$ cat src/rtl/multicycle_sequencer.sv
// Central control FSM for the multicycle core: steps FETCH/DECODE/EXEC/MEM/WB,
// owns the shared memory handshake and counts retired instructions.
module multicycle_sequencer #(
    parameter int unsigned      OPC_W    = 6,
    parameter logic [OPC_W-1:0] HALT_OPC = '1,
    parameter int unsigned      CNT_W    = 32
) (
    input  logic             clk,
    input  logic             rst,
    input  logic             start,
    input  logic [OPC_W-1:0] opcode,
    input  logic             ctrl_mem_rd,
    input  logic             ctrl_mem_wr,
    input  logic             ctrl_reg_wr,
    input  logic             ctrl_pc_jmp,
    input  logic             mem_ack,
    output logic             mem_req,
    output logic             mem_we,
    output logic             mem_sel,
    output logic             ir_we,
    output logic             id_en,
    output logic             ex_en,
    output logic             reg_we,
    output logic             pc_we,
    output logic             pc_src,
    output logic             busy,
    output logic             halted,
    output logic [CNT_W-1:0] retired,
    output logic [2:0]       state
);

    typedef enum logic [2:0] {
        StIdle   = 3'd0,
        StFetch  = 3'd1,
        StDecode = 3'd2,
        StExec   = 3'd3,
        StMem    = 3'd4,
        StWb     = 3'd5,
        StHalt   = 3'd6
    } state_e;

    state_e           state_q, state_d;
    logic [CNT_W-1:0] retired_q;
    logic             retire;
    logic             is_mem;
    logic             load_wb;

    assign is_mem  = ctrl_mem_rd | ctrl_mem_wr;
    // Read+write together behaves as a store, so only a pure load goes to WB.
    assign load_wb = ctrl_mem_rd & ~ctrl_mem_wr & ctrl_reg_wr;

    always_comb begin
        state_d = state_q;
        retire  = 1'b0;
        mem_req = 1'b0;
        mem_we  = 1'b0;
        mem_sel = 1'b0;
        ir_we   = 1'b0;
        id_en   = 1'b0;
        ex_en   = 1'b0;
        reg_we  = 1'b0;
        case (state_q)
            StIdle: begin
                if (start) state_d = StFetch;
            end
            StFetch: begin
                mem_req = 1'b1;
                if (mem_ack) begin
                    ir_we   = 1'b1;
                    state_d = StDecode;
                end
            end
            StDecode: begin
                id_en   = 1'b1;
                state_d = (opcode == HALT_OPC) ? StHalt : StExec;
            end
            StExec: begin
                ex_en = 1'b1;
                if (is_mem) begin
                    state_d = StMem;
                end else if (ctrl_reg_wr) begin
                    state_d = StWb;
                end else begin
                    retire  = 1'b1;
                    state_d = StFetch;
                end
            end
            StMem: begin
                mem_req = 1'b1;
                mem_sel = 1'b1;
                mem_we  = ctrl_mem_wr;
                if (mem_ack) begin
                    if (load_wb) begin
                        state_d = StWb;
                    end else begin
                        retire  = 1'b1;
                        state_d = StFetch;
                    end
                end
            end
            StWb: begin
                reg_we  = 1'b1;
                retire  = 1'b1;
                state_d = StFetch;
            end
            StHalt: state_d = StHalt;
            default: state_d = StIdle;
        endcase
    end

    always_ff @(posedge clk) begin
        if (rst) begin
            state_q   <= StIdle;
            retired_q <= '0;
        end else begin
            state_q <= state_d;
            if (retire) retired_q <= retired_q + CNT_W'(1);
        end
    end

    assign pc_we   = retire;
    assign pc_src  = retire & ctrl_pc_jmp;
    assign busy    = (state_q != StIdle) && (state_q != StHalt);
    assign halted  = (state_q == StHalt);
    assign retired = retired_q;
    assign state   = state_q;

endmodule

$ cat config.mk
export PLATFORM = sky130hd
export DESIGN_NAME = multicycle_sequencer
export DESIGN_NICKNAME = d
export VERILOG_FILES = /design/src/rtl/multicycle_sequencer.sv
export SDC_FILE = /design/constraint.sdc
export NUM_CORES = 1
export LEC_CHECK = 0
export CORE_ASPECT_RATIO = 1.5
export CORE_MARGIN = 1.5
export CORE_UTILIZATION = 30
export DETAILED_ROUTE_END_ITERATION = 12
export REMOVE_ABC_BUFFERS = 1
export SETUP_SLACK_MARGIN = 0.3
export SKIP_LAST_GASP = 1
export SYNTH_ARGS = -nofsm -noshare
export SYNTH_HDL_FRONTEND = slang
export SYNTH_SLANG_ARGS = --single-unit
$ cat constraint.sdc
create_clock -name clk -period 3.1 [get_ports clk]
set_clock_uncertainty 0.15 [all_clocks]
set_input_delay 0.465 -clock clk [delete_from_list [all_inputs] [get_ports clk]]
set_output_delay 0.465 -clock clk [all_outputs]
set_load 0.1 [all_outputs]
[Word level (Yosys, flattened, before mapping)]
Cells that the tools add are included.
Storage, ports and cells
  flip-flop bits (word level): 35
  bits in latches: 0
  bits in writable memories: 0
  bits in read-only memories: 0
  bits of input ports: 14
  output and inout port bits: 46
  memories: 0
Cells by class
  add/sub/neg operators: 1
  $mul: 0
  divide/modulo/power cells: 0
  order comparisons: 0
  equality and inequality tests: 11
  shifts and indexed selects: 0
  multiplexer cells: 21
  bitwise logic cells: 5
  reduce and logical (&&, ||, !) cells: 5
Operator list (number)
  adder 32 x 1 -> 32 bit (second input constant): 1
  2-to-1 mux 3 bit: 7
  one-hot mux 3 bit (7 select lines): 1
  2-to-1 mux 1 bit: 12
  == test 3 bit (second input constant): 3
  == test 3 x 2 -> 1 bit (second input constant): 2
  == test 6 bit (second input constant): 1
  inequality test 2 bit (second input constant): 3
  bitwise AND 1 bit: 3
  == test 3 x 1 -> 1 bit (second input constant): 1
  zero test 3 bit: 1
  inequality test 3 bit (second input constant): 1
  one-hot mux 1 bit (3 select lines): 1
  AND reduction 3 bit: 1
  nonzero test 3 bit: 1
  OR reduction 2 bit: 1
  logical AND 1 bit: 1
  inverter 1 bit: 1
  bitwise OR 1 bit: 1

[Longest topological paths before layout]
Gate-level depths: netlist of the first run.
  depth after elaboration: 7
  gate-level depth with buffers: 8

[Worst setup path after synthesis of the first run]
OpenSTA, ideal clock, no wires.
  path kind: register to output
  start point: register state_q[0], in the netlist state[0]
  end point: output port ir_we
  arrival: 4.288 ns
  setup slack: -1.803 ns
  cell stages (with the launch flop): 3
  buffers on the path: 1
  cell sequence: dfxtp_1 clkbuf_1 nor4bb_1
On the way
  cells in the longest elaborated chain, start to end: 2
Ends and longest elaborated chain
  from (decl): RTL line 42  | state_e state_q, state_d;
  from (signal assigned): RTL line 113  | state_q <= StIdle;
  from (signal assigned): RTL line 116  | state_q <= state_d;
  == test 3 x 1 -> 1 bit: RTL line 62  | case (state_q)
  2-to-1 mux 1 bit: RTL line 62
  to (decl): RTL line 20  | output logic ir_we,
Every way passes these cells.

[Worst setup path in the final report of the first run]
  start point: input port ctrl_mem_rd
  end point: output port pc_src
On the way
  cells in the longest elaborated chain, start to end: 6
  elaborated cells between the ends (all ways): 8
Ends and longest elaborated chain
  from (decl): RTL line 12  | input logic ctrl_mem_rd,
  bitwise AND 1 bit (2 in a row): RTL line 50  | assign load_wb = ctrl_mem_rd & ~ctrl_mem_wr & ctrl_reg_wr;
  2-to-1 mux 1 bit: RTL line 93  | if (load_wb) begin
  2-to-1 mux 1 bit: RTL line 92  | if (mem_ack) begin
  one-hot mux 1 bit (3 select lines) (*): RTL line 62
  bitwise AND 1 bit (*): RTL line 122  | assign pc_src = retire & ctrl_pc_jmp;
  to (decl): RTL line 25  | output logic pc_src,
Mark *: on every way between the ends. The rest lies on a longest branch, timed or not.

==> reports/metrics.cfg, run 1 <==
[synth]
syn_avg_cell_area_um2=8.27
ys.flop_type=dfxtp_1
synth_edf_count=0
syn_area_um2=1870
async_flop_share_pct=0
synth_warnings=0
synth_cell_types=40
ys_ff_latch=35
synth_seq_area_share_pct=37.5
synthCells=226

[drt]
ant_nets=0
post-route-drc-count=0
dr.pass1.iters=4
drtIter0Drc=33
vias=1770
via_per_inst=4.93
avgRoutedWirePerCell_um=12.8
drt_wl_total_um=4580

[min_path]
min_from=retired[30]
whs_endpoint=retired[30]
min_path_type=reg2reg
hold_depth=2

[clocking]
cts-buffers-inserted=5
tritoncts=done
htree_levels=2
root_buffer=clkbuf_8
cts_hold_buf=0
cts_resized=0
clkTransAtPathRegs_ns=0.06
insertion_delay_ns=0.28
clockBufferDepth=2
post_cts_buffers=0
cts.sinks=35

[finish]
diodes=0
fill_cells=640
drive_above_1_share_pct=22.5
fin_cells=359
layout.nets=299
syn2layout_area_growth_pct=37.9
final_cell_mix=buf_4 (46), nor2_1 (44), dfxtp_1 (35)
final_common_cell=buf_4

[worst_setup_path]
start_kind=primary input
critPathKind=in2out
reg2reg_from=state[0]
cp-end-kind=primary output
rr_endpoint=retired[30]
ff2ff_path_depth=6
regToRegSetupSlack_ns=0.79
arrival_ns=1.96
crit_required_ns=2.48
cp_max_fo=4

[die]
rows=35
die_y_um=99.7
dieArea_um2=6720
core_area_um2=6090
start_util_pct=30.7
fp.dieW_um=67.5
pin_count=60

[global_route]
antenna_found_initial=0
track_usage_pct=14.9
grt_pass1_wl_um=7780
grt_pass1_vias=1687
overflow=0
grt_max_degree=32

[sta]
fin_ws_ns=0.523
fmax_ghz=0.388
tightest_slew_ns=0.674
layout_min_cycle_time_ns=2.58
grt_setup_unrepaired=false
relSlewSlack_pct=54.7
min_period_over_period_pct=83.1
hold_viol_final=0
setup_viol=0
maxSlewViolCount=0

[placed_design]
numPortBuffers=59
hpwl_um=3460
gp_congestion=0.788
dp.cells=351
dp_slack_ns=0.331

[power]
power_density_nw_per_um2=377
leakage_nw=1.00
peakVddDrop_mv=0.227

[status]
status=finished, final reports clean

[job]
cap_violations=0

## metrics by stage
| stage | setup TNS [ns] | total power, mW | util [%] | instance area [um^2] | hold slack, ns |
|---|---|---|---|---|---|
| 2_1_floorplan | -46.62 | 0.568 | - | 1820 | 0.384 |
| 3_3_place_gp | 0 | 0.622 | 40.7 | 2480 | 0.337 |
| 3_5_place_dp | 0 | 0.623 | 40.7 | 2480 | 0.351 |
| 4_1_cts | 0 | 0.988 | 42.3 | 2580 | 0.360 |
| 5_1_grt | 0 | 1.02 | 42.3 | 2580 | 0.399 |
| 6_report | 0 | 0.972 | 42.3 | 2580 | 0.361 |
## critical path, cell delays in order
cell	delay, ns
clkdlybuf4s50_1	0.50
nor4bb_1	0.47
o32ai_4	0.15
and2_1	0.20
buf_12	0.17
## state kept, by name (all words and copies together), names as in the netlist
name / count
state: 3
retired: 32
## logic make-up after synthesis
family | share of synthesized area [%]
AO/OA/AOI/OAI | 4.95
XOR/XNOR | 13.6
adder cells (fa/ha/maj) | 0.669
buffers and inverters | 2.94
flip-flops | 37.5
multiplexers | 1.67
AND/OR/NAND/NOR | 38.7
## how the worst max path moves through the flow
stage / from / end / slack, ns
after detailed placement: ctrl_mem_wr / retired[30] / 0.33
after CTS: ctrl_mem_rd / pc_src / 0.51
after floorplan: state[0] / pc_src / -1.97
after global routing: ctrl_mem_rd / pc_src / 0.39
final: ctrl_mem_rd / pc_src / 0.52
after global placement: ctrl_mem_wr / retired[30] / 0.39
## routing by layer
metal | vias to the layer above | GRT usage (%) | wire [um]
li1 | 913 | - | -
met1 | 819 | 17.2 | 1880
met2 | 36 | 26.1 | 2460
met3 | 2 | 3.17 | 192
met4 | 0 | 6.12 | 51
met5 | - | 0 | 0
## synth_stat cells (2+ instances only)
cell type,count,share of area [%]
nand4_1,16,5.4
nand3_1,12,3.2
o21ai_0,3,0.80
or4_1,2,0.80
nor4bb_1,2,1.1
a21oi_1,3,0.80
a31oi_1,2,0.67
nand2_1,15,3.0
o31ai_1,2,0.80
and2_1,6,2.0
dfxtp_1,35,37
xor2_1,25,12
xnor2_1,4,1.9
nor2b_1,5,1.7
or3_1,2,0.67
nor4b_1,3,1.4
mux2i_1,2,1.1
clkbuf_1,7,1.4
nand4b_1,3,1.4
nor3b_1,2,0.80
and4_1,5,2.3
nor2_1,44,8.8
and3_1,5,1.7
buf_2,5,1.3
## report_power, final
| part | internal (mW) | total [mW] | switching, mW |
|---|---|---|---|
| registers | 0.452 | 0.462 | 0.00916 |
| logic | 0.0462 | 0.150 | 0.103 |
| clock network | 0.203 | 0.361 | 0.158 |
## area by class of cell
class	instances	area [um^2]	area share (%)
sequential	35	701	27.2
tap	74	92.6	3.59
multi-input combinational	178	1120	43.6
inverter	1	3.75	0.146
clock buffer	8	100	3.88
timing repair buffer	63	556	21.6
Power figures use the tool's default switching activity.
==> inputs of run 2 (changes only) <==
==> constraint.sdc (replaced) <==
create_clock -name clk -period 2.6 [get_ports clk]
set_clock_uncertainty 0.15 [all_clocks]
set_input_delay 0.39 -clock clk [delete_from_list [all_inputs] [get_ports clk]]
set_output_delay 0.39 -clock clk [all_outputs]
set_load 0.1 [all_outputs]
==> run 2 against run 1 <==
Sequential power grew 19%. Final area is 5.1% higher. Worst setup slack got worse by 0.16 ns. Largest power group unchanged. Via count up 2.9%. Total power up 15%.
==> reports/metrics.cfg, run 2 (synthesis results as in run 1) <==
[sta]
grt_setup_unrepaired=false  ; unchanged
hold_viol_final=0  ; unchanged
min_period_over_period_pct=86.2
layout_min_cycle_time_ns=2.24
maxSlewViolCount=0  ; unchanged
setup_viol=0  ; unchanged
finalSetupTns_ns=0  ; unchanged
tightest_slew_ns=0.630  ; was 0.674 ns
fmax_ghz=0.446
relSlewSlack_pct=57.6  ; was 54.7%

[finish]
multi_input_area_um2=1150  ; was 1120 um^2
fin_cells=371  ; was 359
seq_area_um2=703  ; was 701 um^2
syn2layout_area_growth_pct=45.0  ; was 37.9%
drive_above_1_share_pct=27.6  ; was 22.5%
final_util_pct=44.5  ; was 42.3%
largest_register_ffs=32  ; unchanged
diodes=0  ; unchanged
layout.nets=311  ; was 299
fin_area_um2=2710  ; was 2580 um^2
final_cell_mix=buf_4 (55), nor2_1 (44), dfxtp_1 (33)  ; was buf_4 (46), nor2_1 (44), dfxtp_1 (35)
final_common_cell=buf_4  ; unchanged
fill_cells=639  ; was 640

[clocking]
clockBufferDepth=2  ; unchanged
root_buffer=clkbuf_8  ; unchanged
tritoncts=done  ; unchanged
insertion_delay_ns=0.28  ; about the same
htree_levels=2  ; unchanged
cts-buffers-inserted=5  ; unchanged
cts_hold_buf=0  ; unchanged
clkTransAtPathRegs_ns=0.07  ; was 0.06 ns
cts.sinks=35  ; unchanged

[global_route]
antenna_found_initial=0  ; unchanged
grt_pass1_vias=1727  ; was 1687
use_met1_pct=16.2  ; was 17.2%
grt_max_degree=16  ; was 32
grt_busiest_layer=met2  ; unchanged
grt.met2_usage_pct=27.7  ; was 26.1%
grt.met3_usage_pct=2.60  ; was 3.17%
track_usage_pct=14.8  ; was 14.9%
grt_pass1_wl_um=7780  ; unchanged
overflow=0  ; unchanged

[worst_setup_path]
arrival_ns=1.70  ; was 1.96 ns
crit_required_ns=2.06  ; was 2.48 ns
cp-end-kind=primary output  ; unchanged
cp_max_fo=6  ; was 4
rr_endpoint=retired[30]  ; unchanged
path_delay_family=buffers and inverters  ; unchanged
cp_slowest_stage_delay_ns=0.41  ; was 0.50 ns
critPathBufInv=3  ; was 2
ff2ff_path_depth=7  ; was 6
critPathKind=in2out  ; unchanged
regToRegSetupSlack_ns=0.42  ; was 0.79 ns
start_kind=primary input  ; unchanged
reg2reg_from=state[1]  ; was state[0]
crit_path_frequent_cell=buf_12
critPathSlowestCell=or3_4  ; was clkdlybuf4s50_1
crit_chain=dlygate4sd2_1 -> or3_4 -> o32ai_4 -> buf_12 -> and2_4 -> buf_12  ; was clkdlybuf4s50_1 -> nor4bb_1 -> o32ai_4 -> and2_1 -> buf_12

[die]
core_area_um2=6090  ; unchanged
start_util_pct=30.7  ; unchanged
rows=35  ; unchanged
dieArea_um2=6720  ; unchanged
pin_count=60  ; unchanged
fp.dieW_um=67.5  ; unchanged
die_y_um=99.7  ; unchanged

[drt]
via_per_inst=4.91  ; was 4.93
vias=1822  ; was 1770
dr.pass1.iters=4  ; unchanged
drtIter0Drc=53  ; was 33
avgRoutedWirePerCell_um=12.9  ; was 12.8 um
drt_wl_total_um=4780  ; was 4580 um
post-route-drc-count=0  ; unchanged
ant_nets=0  ; unchanged

[min_path]
min_path_type=reg2reg  ; unchanged
whs_endpoint=retired[30]  ; unchanged
min_from=retired[30]  ; unchanged
hold_depth=2  ; unchanged

[power]
seqPwrFrac_pct=48.9  ; was 47.5%
p_sw_mw=0.333  ; was 0.271 mW
power_density_nw_per_um2=414  ; was 377 nW/um^2
peakVddDrop_mv=0.225  ; was 0.227 mV
fin_total_pwr_mw=1.12  ; was 0.972 mW
clkPwrFrac_pct=33.6  ; was 37.1%
leakage_nw=1.08  ; was 1.00 nW
combinationalPowerShare_pct=17.5  ; was 15.4%
sw_frac_of_total_pct=29.7  ; was 27.8%
p_int_mw=0.789  ; was 0.701 mW

[placed_design]
numPortBuffers=59  ; unchanged
dp.cells=360  ; was 351
gp_congestion=0.792  ; was 0.788
dpl-instance-area_um2=2580  ; was 2480 um^2
hpwl_um=3540  ; was 3460 um

[status]
status=finished, final reports clean  ; unchanged

[job]
cap_violations=0  ; unchanged

[run 2: metal layers]
metal,vias to the layer above,wire length (um)
li1,933,-
met1,849,2010
met5,-,0
met2,36,2510
met3,4,189
met4,0,63
[run 2: area by class of cell]
cell class              count  area share [%]
well taps                  74            3.42
clock inverters             3           0.554
flip-flops and latches     35            25.9
multi-input cells         178            42.3
clock buffers               5            2.54
inverters                   1           0.139
repair buffers             75            25.1
[run 2: power groups by stage]
stage               Clock, mW  Sequential [mW]  Combinational, mW
global route            0.410            0.549              0.206
global placement            0            0.560              0.193
finish                  0.377            0.549              0.196
floorplan                   0            0.586             0.0907
detailed placement          0            0.560              0.194
CTS                     0.389            0.548              0.197
[run 2: worst max path at each step]
stage / startpoint / cells after the start / end / slack [ns]
2_1_floorplan: state[0] / 3 / pc_src / -2.39
3_5_place_dp: ctrl_mem_rd / 6 / pc_src / -0.009
3_3_place_gp: ctrl_mem_wr / 7 / retired[30] / 0.04
5_1_grt: mem_ack / 6 / pc_we / 0.31
6_report: ctrl_mem_wr / 6 / pc_src / 0.36
4_1_cts: state[0] / 5 / pc_src / 0.34
[run 2: timing repair]
item	CTS	global route
setup endpoints to repair	3	3
resized for setup	8	1
pin swaps	1	0
buffers inserted	3	0
[run 2: worst register-to-register path: stages (launching register included)]
cell,delay (ns)
dfxtp_1,0.39
nand2b_4,0.20
o32ai_4,0.31
buf_12,0.16
buf_4,0.12
nand3_1,0.12
or4_1,0.50
a21oi_1,0.15
[run 2: stage by stage]
stage | setup WS [ns] | hold slack [ns]
2_1_floorplan | -2.39 | 0.309
3_5_place_dp | -0.00870 | 0.343
5_1_grt | 0.309 | 0.380
4_1_cts | 0.336 | 0.354
6_report | 0.359 | 0.358
3_3_place_gp | 0.0363 | 0.339
==> inputs of run 3 (changes only) <==
--- a/config.mk
+++ b/config.mk
@@ -8,6 +8,7 @@
 export CORE_ASPECT_RATIO = 1.5
 export CORE_MARGIN = 1.5
 export CORE_UTILIZATION = 30
+export CTS_CLUSTER_SIZE = 24
 export DETAILED_ROUTE_END_ITERATION = 12
 export REMOVE_ABC_BUFFERS = 1
 export SETUP_SLACK_MARGIN = 0.3
==> results of run 3 <==
No change in the layout: final DEF, timing and power equal those of run 2.
==> patch 1: new RTL, settings of run 3 <==
The parameter `OPC_W` goes from 6 to 3.
--- a/src/rtl/multicycle_sequencer.sv
+++ b/src/rtl/multicycle_sequencer.sv
@@ -2,5 +2,5 @@
 // owns the shared memory handshake and counts retired instructions.
 module multicycle_sequencer #(
-    parameter int unsigned      OPC_W    = 6,
+    parameter int unsigned      OPC_W    = 3,
     parameter logic [OPC_W-1:0] HALT_OPC = '1,
     parameter int unsigned      CNT_W    = 32
Ports: changed (resized opcode); port bits go from 60 to 57. No check against the original RTL was run, so the function may have changed too.
==> patch 1 against run 3 <==
Synthesized area rose by 3.1%; utilization fell by 1.2 points; wire length rose by 5.6%; critical path depth down 1; design area decreased by 1.2%; die area up 3.0%; clock power up 6.6%; total power is 1.2% higher; sequential cell count unchanged; setup slack gained 0.021 ns; count of clock-buffer cells in the layout up 1.
==> patch 1: results <==
metrics = {
    "power": {
        "leakagePower_nw": 1.03,
    },
    "route": {
        "via_per_inst": 5.20,
        "wl_met2_um": 2570,
        "route.layer.met1.wl_um": 2110,
        "vias": 1888,
        "drt-total-wl_um": 5040,
    },
    "setup_path": {
        "r2r_setup_slack_ns": 0.46,
        "arrival_ns": 1.68,
        "ff2ff_path_depth": 5,
        "r2r-end": "retired[17]",
        "critPathMaxFanout": 5,
    },
    "yosys": {
        "synth_area_leaders": "dfxtp_1 (36%), a21oi_1 (5.5%), nor2_1 (3.7%), xnor2_1 (3.6%), nand3_1 (3.4%)",
        "ys_seq_area_share_pct": 36.3,
        "postSynthAreaPerCell_um2": 8.69,
        "synth_compound_area_share_pct": 21.9,
        "synth_common_cells": "dfxtp_1 (35), a21oi_1 (21), nor2_1 (19)",
        "synth-adder-area-share_pct": 0.649,
        "muxShareOfSynthArea_pct": 1.10,
        "synth_xor_area_share_pct": 6.36,
    },
    "place": {
        "hpwlAfterDp_um": 3720,
        "dp_cells": 354,
        "postPlaceCellArea_um2": 2560,
        "io_buffers": 56,
    },
    "sta": {
        "fin_crit_ns": 2.22,
    },
    "layout": {
        "regArea_um2": 701,
        "fill_cells": 609,
        "inverters": 8,
        "multi_input_area_share_pct": 43.2,
        "area_growth_pct": 38.9,
        "final-clk-cell-share_pct": 3.27,
        "buf_share_pct": 22.8,
        "final_nets": 301,
        "drive_above_1_share_pct": 29.4,
        "multi_input_cells": 169,
    },
    "global_route": {
        "grt_util_met3_pct": 3.11,
        "use_met1_pct": 17.2,
        "groute.layer.met2.usage_pct": 27.4,
        "grt_use_total_pct": 15.1,
        "grt_max_degree": 35,
        "grt_pass1_wl_um": 8130,
    },
    "clock_network": {
        "cts_setup_buffers": 1,
        "postCtsResizedCells": 7,
    },
    "outcome": {
        "status": "complete, no violations",
    },
}
## patch 1: cell count changes after synthesis, moves of 4 or more
cell,change
a21oi_1,+18
inv_1,+7
nand4_1,-11
nor2_1,-25
o21ai_0,+6
o31ai_1,+6
or3_1,+5
or4_1,+6
xnor2_1,+4
xor2_1,-19
## patch 1: logic make-up (layout without fill, tap and decap cells)
logic type      Yosys count  count (layout)
buf+inv                  18              85
xor+xnor                 14              14
flops                    35              35
compound gates           59              59
simple gates             93              93
mux                       2               2
fa+ha+maj                 1               1
## patch 1: critical path, cell delays in order
cell and delay [ns]:
clkdlybuf4s50_1 0.59, and3_4 0.27, nor2_4 0.05, nor2b_2 0.17, buf_12 0.19
## patch 1: power groups by stage
stage                     logic, mW  registers [mW]  clock network (mW)
after floorplan              0.0916           0.586                   0
after global placement        0.190           0.555                   0
after detailed placement      0.191           0.555                   0
after CTS                     0.192           0.542               0.415
after global routing          0.202           0.543               0.434
final                         0.192           0.543               0.402
==> patch 2: new RTL, flow settings as in run 3 <==
Without the edit above. Put one more register stage on the output `retired`, with the module's reset. The value now appears one clock later. The other outputs are not delayed to match.
--- a/src/rtl/multicycle_sequencer.sv
+++ b/src/rtl/multicycle_sequencer.sv
@@ -123,5 +123,11 @@
     assign busy    = (state_q != StIdle) && (state_q != StHalt);
     assign halted  = (state_q == StHalt);
-    assign retired = retired_q;
+    always_ff @(posedge clk) begin
+        if (rst) begin
+            retired <= '0;
+        end else begin
+            retired <= retired_q;
+        end
+    end
     assign state   = state_q;
 
Check against the original RTL: not equivalent (a bounded check fails within 10 cycles, from zero or initial values and one cycle with rst high).
==> patch 2 against run 3 <==
Cell count increased by 31%; design area up 42%; total power rose by 130%; setup slack gained 0.019 ns; sequential cell count up 32; critical path depth stayed put; worst hold slack worse by 0.030 ns; non-clock buffer count increased by 7; synthesized area rose by 46%; sequential share of layout area up 9.1 points; wire length is 25% higher; register-to-register slack improved by 0.06 ns.
==> patch 2: results <==
metrics = {
    "outcome": {
        "status": "complete, no violations",
    },
    "route": {
        "dr.pass1.iters": 6,
        "drtIter0Drc": 69,
        "via_per_inst": 4.79,
    },
    "setup_path": {
        "critPathMaxFanout": 3,
        "path_delay_family": "simple AND/OR/NAND/NOR gates",
        "arrival_ns": 1.68,
        "r2r-end": "retired_q[16]",
    },
    "clock_network": {
        "cts-root-buf": "clkbuf_16",
        "h-tree-depth": 3,
        "cts_buffers": 9,
        "clk_latency_ns": 0.32,
    },
    "global_route": {
        "grt_pass1_wl_um": 10200,
        "grt_pass1_vias": 2144,
        "grt_use_total_pct": 13.7,
        "grt_max_degree": 26,
    },
    "yosys": {
        "postSynthAreaPerCell_um2": 9.22,
        "synth_common_cells": "dfxtp_1 (67), nor2_1 (35), nor2b_1 (27)",
        "synth_compound_area_share_pct": 13.8,
        "synth-adder-area-share_pct": 0.460,
        "yosysUniqueCellTypes": 45,
        "muxShareOfSynthArea_pct": 0.828,
        "synth_area_leaders": "dfxtp_1 (49%), nor2b_1 (6.2%), nor2_1 (4.8%), a21oi_1 (3.3%), o2111ai_1 (2.9%)",
    },
    "min_path": {
        "hold_start": "retired_q[20]",
        "holdPathEnd": "retired[20]",
    },
    "place": {
        "dp_cells": 468,
        "gp_congestion": 0.795,
        "dp_slack_ns": -0.0698,
        "hpwlAfterDp_um": 4280,
    },
    "sta": {
        "whs_ns": 0.328,
        "tightest_slew_ns": 0.464,
    },
    "layout": {
        "final_nets": 386,
        "drive_above_1_share_pct": 27.4,
    },
    "power": {
        "leakagePower_nw": 1.55,
    },
}
-- patch 2: area by class of cell --
cell class                 count  area, µm²
clock buffer                  11        253
tap                          110        138
inverter                       7       26.3
multi-input combinational    204       1320
fill                         908       4980
timing repair buffer          82        692
sequential                    67       1350
clock inverter                 5       75.1
-- patch 2: tightest hold or removal path: stages, from the launching register on --
cell and delay, ns:
dfxtp_1 0.32, inv_1 0.07, nor2_1 0.04
-- patch 2: routing by layer --
layer,global-route usage [%],vias up,wire (µm),share of wire [%]
li1,-,1189,-,-
met1,16.8,1076,2580,43
met2,21.5,54,2980,50
met3,4.33,7,271,4.6
met4,6.14,0,122,2.1
met5,0,-,0,0
-- patch 2: kinds of logic (layout without fill, tap and decap cells) --
kind of cell    after synthesis  in the layout
flops                        67             67
xor+xnor                     16             16
simple gates                131            131
compound gates               54             54
buf+inv                      24            105
fa+ha+maj                     1              1
mux                           2              2
-- patch 2: worst max-delay path by stage --
stage / slack (ns) / cells after the start / start / to
floorplan: -1.94 / 4 / state[0] / pc_src
global placement: -0.02 / 7 / ctrl_mem_wr / retired_q[31]
detailed placement: -0.07 / 7 / ctrl_mem_wr / retired_q[29]
CTS: 0.31 / 5 / mem_ack / pc_src
global route: 0.31 / 6 / state[2] / pc_src
finish: 0.38 / 6 / ctrl_mem_rd / pc_src
-- patch 2: stage by stage --
| step | power (mW) | cell area [µm²] |
|---|---|---|
| 2_1_floorplan | 1.19 | 2640 |
| 3_3_place_gp | 1.27 | 3450 |
| 3_5_place_dp | 1.27 | 3450 |
| 4_1_cts | 2.59 | 3830 |
| 5_1_grt | 2.65 | 3850 |
| 6_report | 2.55 | 3850 |
-- patch 2: where the power goes --
group          internal (mW)  switching, mW
clock network          0.885          0.415
logic                 0.0626          0.149
registers               1.03        0.00874
total                   1.98          0.573
-- patch 2: timing repair --
item | in CTS | in global routing
pin swaps | 1 | 2
buffers inserted | 1 | 1
endpoints found under the setup margin | 5 | 11
gates resized for setup | 16 | 2
